--- src/rtl/micro_pkg.sv ---
// micro_pkg: request classes, the legal 4-bit bus codes, sequencer FSM states
// and the (class, select) -> code encoder shared by the issue side.
package micro_pkg;

  typedef enum logic [1:0] {
    CLS_A   = 2'd0,
    CLS_L   = 2'd1,
    CLS_B   = 2'd2,
    CLS_NOP = 2'd3
  } req_class_e;

  localparam logic [3:0] CODE_A0  = 4'b1010;
  localparam logic [3:0] CODE_A1  = 4'b1011;
  localparam logic [3:0] CODE_A2  = 4'b1100;
  localparam logic [3:0] CODE_L0  = 4'b0011;
  localparam logic [3:0] CODE_L1  = 4'b0100;
  localparam logic [3:0] CODE_L2  = 4'b0010;
  localparam logic [3:0] CODE_L3  = 4'b1110;
  localparam logic [3:0] CODE_B0  = 4'b1111;
  localparam logic [3:0] CODE_NOP = 4'b0000;

  typedef enum logic [1:0] {
    ST_IDLE  = 2'd0,
    ST_DRIVE = 2'd1,
    ST_GAP   = 2'd2
  } seq_state_e;

  typedef struct packed {
    logic       legal;
    logic [3:0] code;
  } enc_t;

  // Illegal combinations come back with legal=0 and the NOP code.
  function automatic enc_t encode_req(input logic [1:0] cls, input logic [1:0] sel);
    enc_t r;
    r.legal = 1'b1;
    r.code  = CODE_NOP;
    case (req_class_e'(cls))
      CLS_A: begin
        case (sel)
          2'd0:    r.code  = CODE_A0;
          2'd1:    r.code  = CODE_A1;
          2'd2:    r.code  = CODE_A2;
          default: r.legal = 1'b0;
        endcase
      end
      CLS_L: begin
        case (sel)
          2'd0:    r.code = CODE_L0;
          2'd1:    r.code = CODE_L1;
          2'd2:    r.code = CODE_L2;
          default: r.code = CODE_L3;
        endcase
      end
      CLS_B: begin
        if (sel == 2'd0) r.code  = CODE_B0;
        else             r.legal = 1'b0;
      end
      default: r.code = CODE_NOP;
    endcase
    return r;
  endfunction

endpackage

--- src/rtl/micro_fifo.sv ---
// micro_fifo: small synchronous FIFO holding encoded bus codes.
// Pointers carry one extra wrap bit so full/empty come from an MSB compare.
module micro_fifo #(
  parameter int DEPTH = 4,
  parameter int WIDTH = 4
) (
  input  logic             clk,
  input  logic             rst_n,
  input  logic             push,
  input  logic [WIDTH-1:0] wdata,
  input  logic             pop,
  output logic [WIDTH-1:0] rdata,
  output logic             full,
  output logic             empty
);

  localparam int AW = $clog2(DEPTH);

  logic [WIDTH-1:0] mem [DEPTH];
  logic [AW:0]      wr_ptr;
  logic [AW:0]      rd_ptr;

  // Pointer advance; callers never push when full or pop when empty.
  always_ff @(posedge clk or negedge rst_n) begin
    if (!rst_n) begin
      wr_ptr <= '0;
      rd_ptr <= '0;
    end else begin
      if (push) wr_ptr <= wr_ptr + (AW+1)'(1);
      if (pop)  rd_ptr <= rd_ptr + (AW+1)'(1);
    end
  end

  // Storage write; contents need no reset since empty masks them.
  always_ff @(posedge clk) begin
    if (push) mem[wr_ptr[AW-1:0]] <= wdata;
  end

  assign rdata = mem[rd_ptr[AW-1:0]];
  assign empty = (wr_ptr == rd_ptr);
  assign full  = (wr_ptr[AW] != rd_ptr[AW]) && (wr_ptr[AW-1:0] == rd_ptr[AW-1:0]);

endmodule

--- src/rtl/micro_seq_v.sv ---
// micro_seq_v: queues (class, select) requests as 4-bit codes and issues them
// to the micro_v decoder, holding each code HOLD_CYC cycles with a GAP_CYC gap.
// Optional build macro MICRO_SEQ_ILLEGAL_CHK_EN: drop illegal requests and raise
// a sticky o_err (cleared by i_err_clr); without it illegal requests issue as NOP.
module micro_seq_v #(
  parameter int DEPTH    = 4,
  parameter int HOLD_CYC = 1,
  parameter int GAP_CYC  = 1
) (
  input  logic       i_clk,
  input  logic       i_rst_n,
  input  logic       i_req_valid,
  input  logic [1:0] i_req_class,
  input  logic [1:0] i_req_sel,
  output logic       o_req_ready,
  output logic       o_en,
  output logic [3:0] o_code,
  output logic       o_busy
`ifdef MICRO_SEQ_ILLEGAL_CHK_EN
  ,
  output logic       o_err,
  input  logic       i_err_clr
`endif
);

  import micro_pkg::*;

  localparam int CNT_MAX = (HOLD_CYC > GAP_CYC) ? ((HOLD_CYC > 2) ? HOLD_CYC : 2)
                                                : ((GAP_CYC > 2) ? GAP_CYC : 2);
  localparam int CW = $clog2(CNT_MAX);
  localparam logic [CW-1:0] HOLD_LOAD = CW'(HOLD_CYC - 1);
  localparam logic [CW-1:0] GAP_LOAD  = CW'((GAP_CYC > 0) ? GAP_CYC - 1 : 0);

  seq_state_e    state, state_nxt;
  logic [CW-1:0] hold_cnt, hold_nxt;
  logic [CW-1:0] gap_cnt, gap_nxt;
  logic [3:0]    cur_code, code_nxt;
  logic          pop;
  logic          push;
  logic [3:0]    push_code;
  logic [3:0]    fifo_head;
  logic          fifo_full;
  logic          fifo_empty;
  logic          req_take;
  enc_t          req_enc;

  assign req_enc     = encode_req(i_req_class, i_req_sel);
  assign o_req_ready = !fifo_full;
  assign req_take    = i_req_valid && !fifo_full;
  assign o_busy      = !fifo_empty || (state != ST_IDLE);

`ifdef MICRO_SEQ_ILLEGAL_CHK_EN
  assign push      = req_take && req_enc.legal;
  assign push_code = req_enc.code;

  // Sticky illegal-request flag; a new illegal request beats a same-cycle clear.
  always_ff @(posedge i_clk or negedge i_rst_n) begin
    if (!i_rst_n)                         o_err <= 1'b0;
    else if (req_take && !req_enc.legal)  o_err <= 1'b1;
    else if (i_err_clr)                   o_err <= 1'b0;
  end
`else
  assign push      = req_take;
  assign push_code = req_enc.legal ? req_enc.code : CODE_NOP;
`endif

  micro_fifo #(
    .DEPTH (DEPTH),
    .WIDTH (4)
  ) u_fifo (
    .clk   (i_clk),
    .rst_n (i_rst_n),
    .push  (push),
    .wdata (push_code),
    .pop   (pop),
    .rdata (fifo_head),
    .full  (fifo_full),
    .empty (fifo_empty)
  );

  // FSM state, hold/gap down-counters and the code currently being driven.
  always_ff @(posedge i_clk or negedge i_rst_n) begin
    if (!i_rst_n) begin
      state    <= ST_IDLE;
      hold_cnt <= '0;
      gap_cnt  <= '0;
      cur_code <= CODE_NOP;
    end else begin
      state    <= state_nxt;
      hold_cnt <= hold_nxt;
      gap_cnt  <= gap_nxt;
      cur_code <= code_nxt;
    end
  end

  // Next-state: pop a new code on leaving IDLE, at the end of a gap, or at the
  // end of a hold when there is no gap phase.
  always_comb begin
    state_nxt = state;
    hold_nxt  = hold_cnt;
    gap_nxt   = gap_cnt;
    code_nxt  = cur_code;
    pop       = 1'b0;
    case (state)
      ST_IDLE: begin
        if (!fifo_empty) begin
          pop       = 1'b1;
          code_nxt  = fifo_head;
          hold_nxt  = HOLD_LOAD;
          state_nxt = ST_DRIVE;
        end
      end
      ST_DRIVE: begin
        if (hold_cnt != '0) begin
          hold_nxt = hold_cnt - CW'(1);
        end else if (GAP_CYC > 0) begin
          gap_nxt   = GAP_LOAD;
          state_nxt = ST_GAP;
        end else if (!fifo_empty) begin
          pop      = 1'b1;
          code_nxt = fifo_head;
          hold_nxt = HOLD_LOAD;
        end else begin
          state_nxt = ST_IDLE;
        end
      end
      ST_GAP: begin
        if (gap_cnt != '0) begin
          gap_nxt = gap_cnt - CW'(1);
        end else if (!fifo_empty) begin
          pop       = 1'b1;
          code_nxt  = fifo_head;
          hold_nxt  = HOLD_LOAD;
          state_nxt = ST_DRIVE;
        end else begin
          state_nxt = ST_IDLE;
        end
      end
      default: state_nxt = ST_IDLE;
    endcase
  end

  // Registered bus outputs, one cycle behind the FSM; code forced to NOP when idle.
  always_ff @(posedge i_clk or negedge i_rst_n) begin
    if (!i_rst_n) begin
      o_en   <= 1'b0;
      o_code <= CODE_NOP;
    end else begin
      o_en   <= (state == ST_DRIVE);
      o_code <= (state == ST_DRIVE) ? cur_code : CODE_NOP;
    end
  end

endmodule

--- config.mk ---
export PLATFORM = sky130hd
export DESIGN_NAME = micro_seq_v
export DESIGN_NICKNAME = d
export VERILOG_FILES = /design/src/rtl/micro_pkg.sv /design/src/rtl/micro_fifo.sv /design/src/rtl/micro_seq_v.sv
export SDC_FILE = /design/constraint.sdc
export NUM_CORES = 1
export LEC_CHECK = 0
export CAP_MARGIN = 20
export CORE_MARGIN = 10
export CORE_UTILIZATION = 30
export DETAILED_ROUTE_END_ITERATION = 8
export GPL_ROUTABILITY_DRIVEN = 0
export PLACE_DENSITY = 0.46
export SYNTH_ARGS = -nofsm -noshare
export SYNTH_HDL_FRONTEND = slang
export SYNTH_HIERARCHICAL = 1
export SYNTH_SLANG_ARGS = --single-unit
--- constraint.sdc ---
create_clock -name i_clk -period 2.7 [get_ports i_clk]
set_input_delay 0.675 -clock i_clk [delete_from_list [all_inputs] [get_ports i_clk]]
set_output_delay 0.675 -clock i_clk [all_outputs]
set_load 0.03 [all_outputs]
==> metrics.md, run 1 <==
| Metric | Value |
|---|---|
| Crit path DAT | `1900 ps` |
| Yosys warns | `6` |
| Gr ovfl total | `0` |
| Util after Layout | `38.3%` |
| Power density cells | `1180 mW/mm2` |
| Mapped Nets | `108` |
| Vias in the first global route | `831` |
| Synth Instances | `96` |
| Worst Path Required | `2030 ps` |
| Crit-path slowest cell | `or3b_2` |
| ANT nets after route | `0` |
| ANT cells | `0` |
| Synth Register Bits | `34` |
| Synth unique cells | `28` |
| Largest net degree at the start of global routing | `19` |
| First-pass GRT wire length | `4160 um` |
| Total Wirelength | `2350 um` |
| DRC viols | `0` |
| Type of origin of the critical path | `register` |
| DP Cell Count | `178` |
| Setup TNS | `0 ps` |
| HP Class | `register to register` |
| Vias | `786` |
| Setup-failing EPs final | `0` |
| Nets | `130` |
| Vias per cell | `4.23` |
| Final min period | `2570 ps` |
| CTS Buf Count | `5` |
| Final Cycle Share | `95.3%` |
| Mean area per synthesized cell | `15.4 um2` |
| Setup WS pre-CTS | `103 ps` |
| Max incr delay on CP | `450 ps` |
| Tightest Pin Transition | `798 ps` |
| Post-route setup slack | `126 ps` |
| Top post-synthesis cells by area | `edfxtp_1 (32%), dfrtp_1 (30%), mux4_2 (6.1%), ha_1 (4.2%), mux2_2 (3.8%)` |
| Max H-tree Level | `2` |
| Number of buffers inserted by port buffering | `13` |
| Peak VDD IR | `0.000324 V` |
| Pre-antenna DRT Iters | `3` |
| Area growth syn-to-layout | `22.9%` |
| Initial antenna violation count | `0` |
| Worst Setup End Kind | `primary output` |
| I/O Pins | `14` |
| Core area | `0.00475 mm2` |
| Row count | `25` |
| Clk root buf | `clkbuf_8` |
| GRT Resource Usage Total | `6.44%` |
| Synth cell count leaders | `dfrtp_1 (18), edfxtp_1 (16), and2_1 (8)` |
| Max Slew Vio Count | `0` |
| Post-DP HPWL | `1770 um` |
| CP max FO | `2` |
| Clock Sinks | `34` |
| Setup CP Type | `register to primary output` |
| Flop-to-flop setup slack | `940 ps` |
| Avg WL per Cell | `12.6 um` |
| Mapped Area | `0.00148 mm2` |
| P_leak | `0.709 nW` |
| Main synth FF type | `dfrtp_1` |
| Die Area | `0.00815 mm2` |
| Final instance area | `0.00182 mm2` |
| Hold Vio Cnt, Final | `0` |
| RSZ-0062 raised after global routing | `false` |
| CP Cell Sequence | `xnor2_1, nor3b_2, or3b_2, dlygate4sd2_1` |
| DIE WIDTH | `90.3 um` |
| Worst skew pair latency | `280 ps` |
| Placed Area | `0.00170 mm2` |
| Share of cells above drive strength 1 | `23.5%` |
| Clock skew | `6.07 ps` |
| CTS tree | `yes` |
| Seq/Total Area, Yosys | `62.8%` |
| Max Fclk | `388 MHz` |
| Initial drt markers | `30` |
| Starting Density | `31.2%` |
| Finished Layout Cells | `186` |
| Clk buf depth | `2` |
| Status | `completed` |
| Post-synth EDFFs | `16` |
| Die Height | `90.3 um` |
| MaxCap Viol Count | `0` |
| Clk slew on worst S/H paths | `70 ps` |
| Rel. slew slack | `46.6%` |
| Top-area cell type share of the netlist area | `32.4%` |
| Ys async rst share | `52.9%` |
| Synth area leader | `edfxtp_1` |
| Count leader, synth | `dfrtp_1` |
## placed cells by master (no fill, tap or decap), types with 2 or more instances in the layout
cell / Yosys / routed
o21a_1: 2 / 2
buf_4: 0 / 4
dfrtp_1: 18 / 18
mux2_2: 5 / 5
xnor2_1: 3 / 3
nor2_1: 2 / 2
inv_1: 3 / 3
nand2_1: 3 / 3
and2_1: 8 / 8
clkinvlp_4: 0 / 2
edfxtp_1: 16 / 16
ha_1: 5 / 5
nor2b_1: 4 / 4
clkdlybuf4s50_1: 0 / 12
clkbuf_8: 0 / 5
o21ai_0: 2 / 2
mux4_2: 4 / 4
xor2_1: 6 / 6
## cell type report
class / count / area (um2)
Clock buffer: 5 / 68.8
Clock inverter: 3 / 45.0
Fill cell: 468 / 2930
Inverter: 3 / 11.3
Multi-Input combinational cell: 57 / 522
Sequential cell: 34 / 931
Tap cell: 67 / 83.8
Timing Repair Buffer: 17 / 159
## registers in the layout, indices dropped and copies added, names as in the netlist
register / count
o_code: 4
u_fifo/mem: 16
state: 2
cur_code: 4
u_fifo/wr_ptr: 3
o_en: 1
u_fifo/rd_ptr: 3
hold_cnt: 1
## metrics by stage
| stage | hold slack (ps) | power, mW |
|---|---|---|
| after floorplan | 379 | 1.43 |
| after global routing | 489 | 2.30 |
| after CTS | 455 | 2.17 |
| final | 452 | 2.14 |
| after detailed placement | 446 | 1.71 |
| after global placement | 438 | 1.70 |
## kinds of logic after synthesis
kind of cell,count (synthesis),share of synthesized area [%]
compound gates,7,3.38
flops,34,62.8
buf+inv,5,2.28
fa+ha+maj,6,4.98
mux,10,10.6
xor+xnor,9,5.32
simple gates,25,10.6
## per-layer routing
| layer | wire length (um) | track usage, % | up-vias | share of wire, % |
|---|---|---|---|---|
| met3 | 93 | 2.74 | 7 | 4.0 |
| met2 | 1110 | 9.69 | 18 | 47 |
| met4 | 69 | 4.38 | 0 | 2.9 |
| met1 | 1080 | 7.26 | 381 | 46 |
| li1 | - | - | 380 | - |
| met5 | 0 | 0 | - | 0 |
## path summary, 6_finish.rpt
path	endpoint	depth (start not counted)	from
hold / removal	state[1]$_DFFE_PN0P_	1	hold_cnt$_DFFE_PN0P_
hold reg to reg	state[1]$_DFFE_PN0P_	1	hold_cnt$_DFFE_PN0P_
setup / recovery	o_busy	4	u_fifo/wr_ptr[2]$_DFFE_PN0P_
max in group asynchronous	cur_code[3]$_DFFE_PN0P_	1	i_rst_n
min in group asynchronous	u_fifo/rd_ptr[2]$_DFFE_PN0P_	1	i_rst_n
setup reg to reg	u_fifo/mem[3][3]$_DFFE_PP_	4	u_fifo/wr_ptr[1]$_DFFE_PN0P_
## critical path, delay by kind of cell (launching register included)
kind                   cells  cell delay (ps)
AND/OR/NAND/NOR            2              660
XOR/XNOR                   1              190
flip-flops                 1              410
buffers and inverters      1              370
## power by group
part	switching, mW	internal, mW	total [mW]
registers	0.0833	0.740	0.823
logic	0.432	0.424	0.855
clock network	0.187	0.274	0.462
total	0.703	1.44	2.14
## repair_timing
action / CTS / global route
setup buffers: 0 / 0
gates resized for setup: 1 / 1
endpoints found under the setup margin: 1 / 1
cloned: 0 / 0
hold buffers: 0 / 0
pin swaps: 0 / 0
Power figures use the tool's default switching activity.
==> run 2, diff against run 1 <==
--- a/config.mk
+++ b/config.mk
@@ -9,8 +9,9 @@
 export CORE_MARGIN = 10
 export CORE_UTILIZATION = 30
 export DETAILED_ROUTE_END_ITERATION = 8
+export DONT_BUFFER_PORTS = 1
 export GPL_ROUTABILITY_DRIVEN = 0
-export PLACE_DENSITY = 0.46
+export PLACE_DENSITY = 0.41
 export SYNTH_ARGS = -nofsm -noshare
 export SYNTH_HDL_FRONTEND = slang
 export SYNTH_HIERARCHICAL = 1
==> run 2 against run 1 <==
  * Worst hold slack got worse by 360 ps
  * Register-to-register slack got worse by 50 ps
  * Die area unchanged
  * Global-route usage decreased by 0.27 points
  * Clock skew increased by 0.71 ps
  * First-iteration DRC count decreased by 67%
  * Design area decreased by 8.8%
  * Core utilization decreased by 3.4 points
  * Combinational power decreased by 31%
  * Via count decreased by 9.4%
==> metrics.md, run 2 (synthesized netlist as in run 1, its figures left out) <==
| Metric | Value |
|---|---|
| Power density cells | `1190 mW/mm2` |
| Commonest non-fill, non-tap cell in the layout | `dfrtp_1` |
| CP Cell Sequence | `xor2_1, nor3b_1, or3b_2` |
| ANT nets after route | `0` |
| Initial drt markers | `10` |
| Worst skew pair latency | `280 ps` |
| Vias in the first global route | `774` |
| CP max FO | `7` |
| Vias per cell | `4.19` |
| P_leak | `0.651 nW` |
| Starting Density | `31.2%` |
| Tightest Pin Transition | `372 ps` |
| Row count | `25` |
| Worst Setup End Kind | `primary output` |
| CTS tree | `yes` |
| Rel. slew slack | `75.0%` |
| Die Area | `0.00815 mm2` |
| ANT cells | `0` |
| Nets | `114` |
| Peak VDD IR | `0.000281 V` |
| Final Cycle Share | `93.7%` |
| Hold slack | `87.4 ps` |
| Max Slew Vio Count | `0` |
| Largest net degree at the start of global routing | `19` |
| Number of buffers inserted by port buffering | `0` |
| MaxCap Viol Count | `0` |
| DP Cell Count | `162` |
| Vias | `712` |
| Filler instances | `490` |
| Max H-tree Level | `2` |
| Clock Sinks | `34` |
| Pre-antenna DRT Iters | `4` |
| I/O Pins | `14` |
| Clock skew | `6.78 ps` |
| DRC viols | `0` |
| Multi-input logic area | `517 um2` |
| Core area | `0.00475 mm2` |
| Post-DP HPWL | `1720 um` |
| Total Wirelength | `2270 um` |
| Cts hold-fix bufs | `0` |
| Initial antenna violation count | `0` |
| HP Class | `input port to asynchronous set/reset pin` |
| Final min period | `2530 ps` |
| Setup-failing EPs final | `0` |
| Final instance area | `0.00166 mm2` |
| Max reg flops | `16` |
| Max Fclk | `395 MHz` |
| Max incr delay on CP | `600 ps` |
| Status | `completed` |
| RSZ-0062 raised after global routing | `false` |
| Gr ovfl total | `0` |
| Clk root buf | `clkbuf_8` |
| Finished Layout Cells | `170` |
| CTS Buf Count | `5` |
| Avg WL per Cell | `13.4 um` |
| Share of cells above drive strength 1 | `24.3%` |
| DIE WIDTH | `90.3 um` |
| GRT Resource Usage Total | `6.17%` |
| First-pass GRT wire length | `3880 um` |
| Util after Layout | `34.9%` |
| Setup CP Type | `register to primary output` |
| Area growth syn-to-layout | `12.1%` |
| Worst Path Required | `2030 ps` |
| Clk slew on worst S/H paths | `70 ps` |
| Setup TNS | `0 ps` |
| Type of origin of the critical path | `register` |
| Crit-path slowest cell | `or3b_2` |
| Commonest cells after routing, fill and taps aside | `dfrtp_1 (17), edfxtp_1 (16), and2_1 (8)` |
| Crit path DAT | `1860 ps` |
| Placed Area | `0.00155 mm2` |
| Die Height | `90.3 um` |
| Hold Vio Cnt, Final | `0` |
| Clk buf depth | `2` |
| Register area | `932 um2` |
## run 2: cell count changes in the layout (fill, tap and decap cells not counted)
cell / change
buf_4: -3
clkdlybuf4s50_1: -12
clkinv_2: +2
clkinvlp_4: -2
dfrtp_1: -1
dfrtp_2: +1
dlygate4sd2_1: -1
nor3b_1: +1
nor3b_2: -1
## run 2: where the power goes
group          switching [mW]  internal [mW]  leakage [nW]  total (mW)
sequential              0.201          0.741         0.370       0.942
clock                   0.173          0.271        0.0579       0.445
combinational           0.280          0.306         0.223       0.587
total                   0.654           1.32         0.651        1.97
## run 2: worst max-delay path, delay by kind of cell (launching register included)
kind	cells	cell delay (ps)
XOR/XNOR	1	200
AND/OR/NAND/NOR	2	890
flip-flops	1	490
## run 2: per-stage QoR
step | power (mW) | worst slack [ps]
6_report | 1.97 | 170
5_1_grt | 2.13 | 37.2
4_1_cts | 2.02 | 47.1
3_5_place_dp | 1.56 | 384
3_3_place_gp | 1.54 | 406
2_1_floorplan | 1.43 | 344
## run 2: routing by layer
| metal | up-vias | wire length (um) | track usage [%] |
|---|---|---|---|
| met5 | - | 0 | 0 |
| met4 | 0 | 28 | 2.79 |
| met3 | 4 | 151 | 3.99 |
| met2 | 12 | 1080 | 9.14 |
| met1 | 350 | 1020 | 6.77 |
| li1 | 346 | - | - |
## run 2: repair_timing
item                                    CTS  global route
buffers inserted                          0             0
endpoints found under the setup margin    0             1
resized for setup                         0             1
## run 2: path summary, 6_finish.rpt
path                                                    from  slack [ps]                            to  depth (start not counted)
worst max-delay path            u_fifo/rd_ptr[0]$_DFFE_PN0P_         170                        o_busy                          3
worst min-delay path                                 i_rst_n          90  u_fifo/rd_ptr[0]$_DFFE_PN0P_                          0
worst max register to register  u_fifo/rd_ptr[0]$_DFFE_PN0P_         890    u_fifo/mem[3][3]$_DFFE_PP_                          4
worst min register to register          hold_cnt$_DFFE_PN0P_         470          state[1]$_DFFE_PN0P_                          1
max in group asynchronous                            i_rst_n        2530  u_fifo/rd_ptr[0]$_DFFE_PN0P_                          0
min in group i_clk                      hold_cnt$_DFFE_PN0P_         470          state[1]$_DFFE_PN0P_                          1
## run 2: area by class of cell
class | instances | share of cell area [%]
Tap cell | 67 | 5.05
Sequential cell | 34 | 56.1
Clock buffer | 5 | 4.14
Multi-Input combinational cell | 57 | 31.1
Inverter | 3 | 0.678
Timing Repair Buffer | 1 | 0.452
Clock inverter | 3 | 2.41
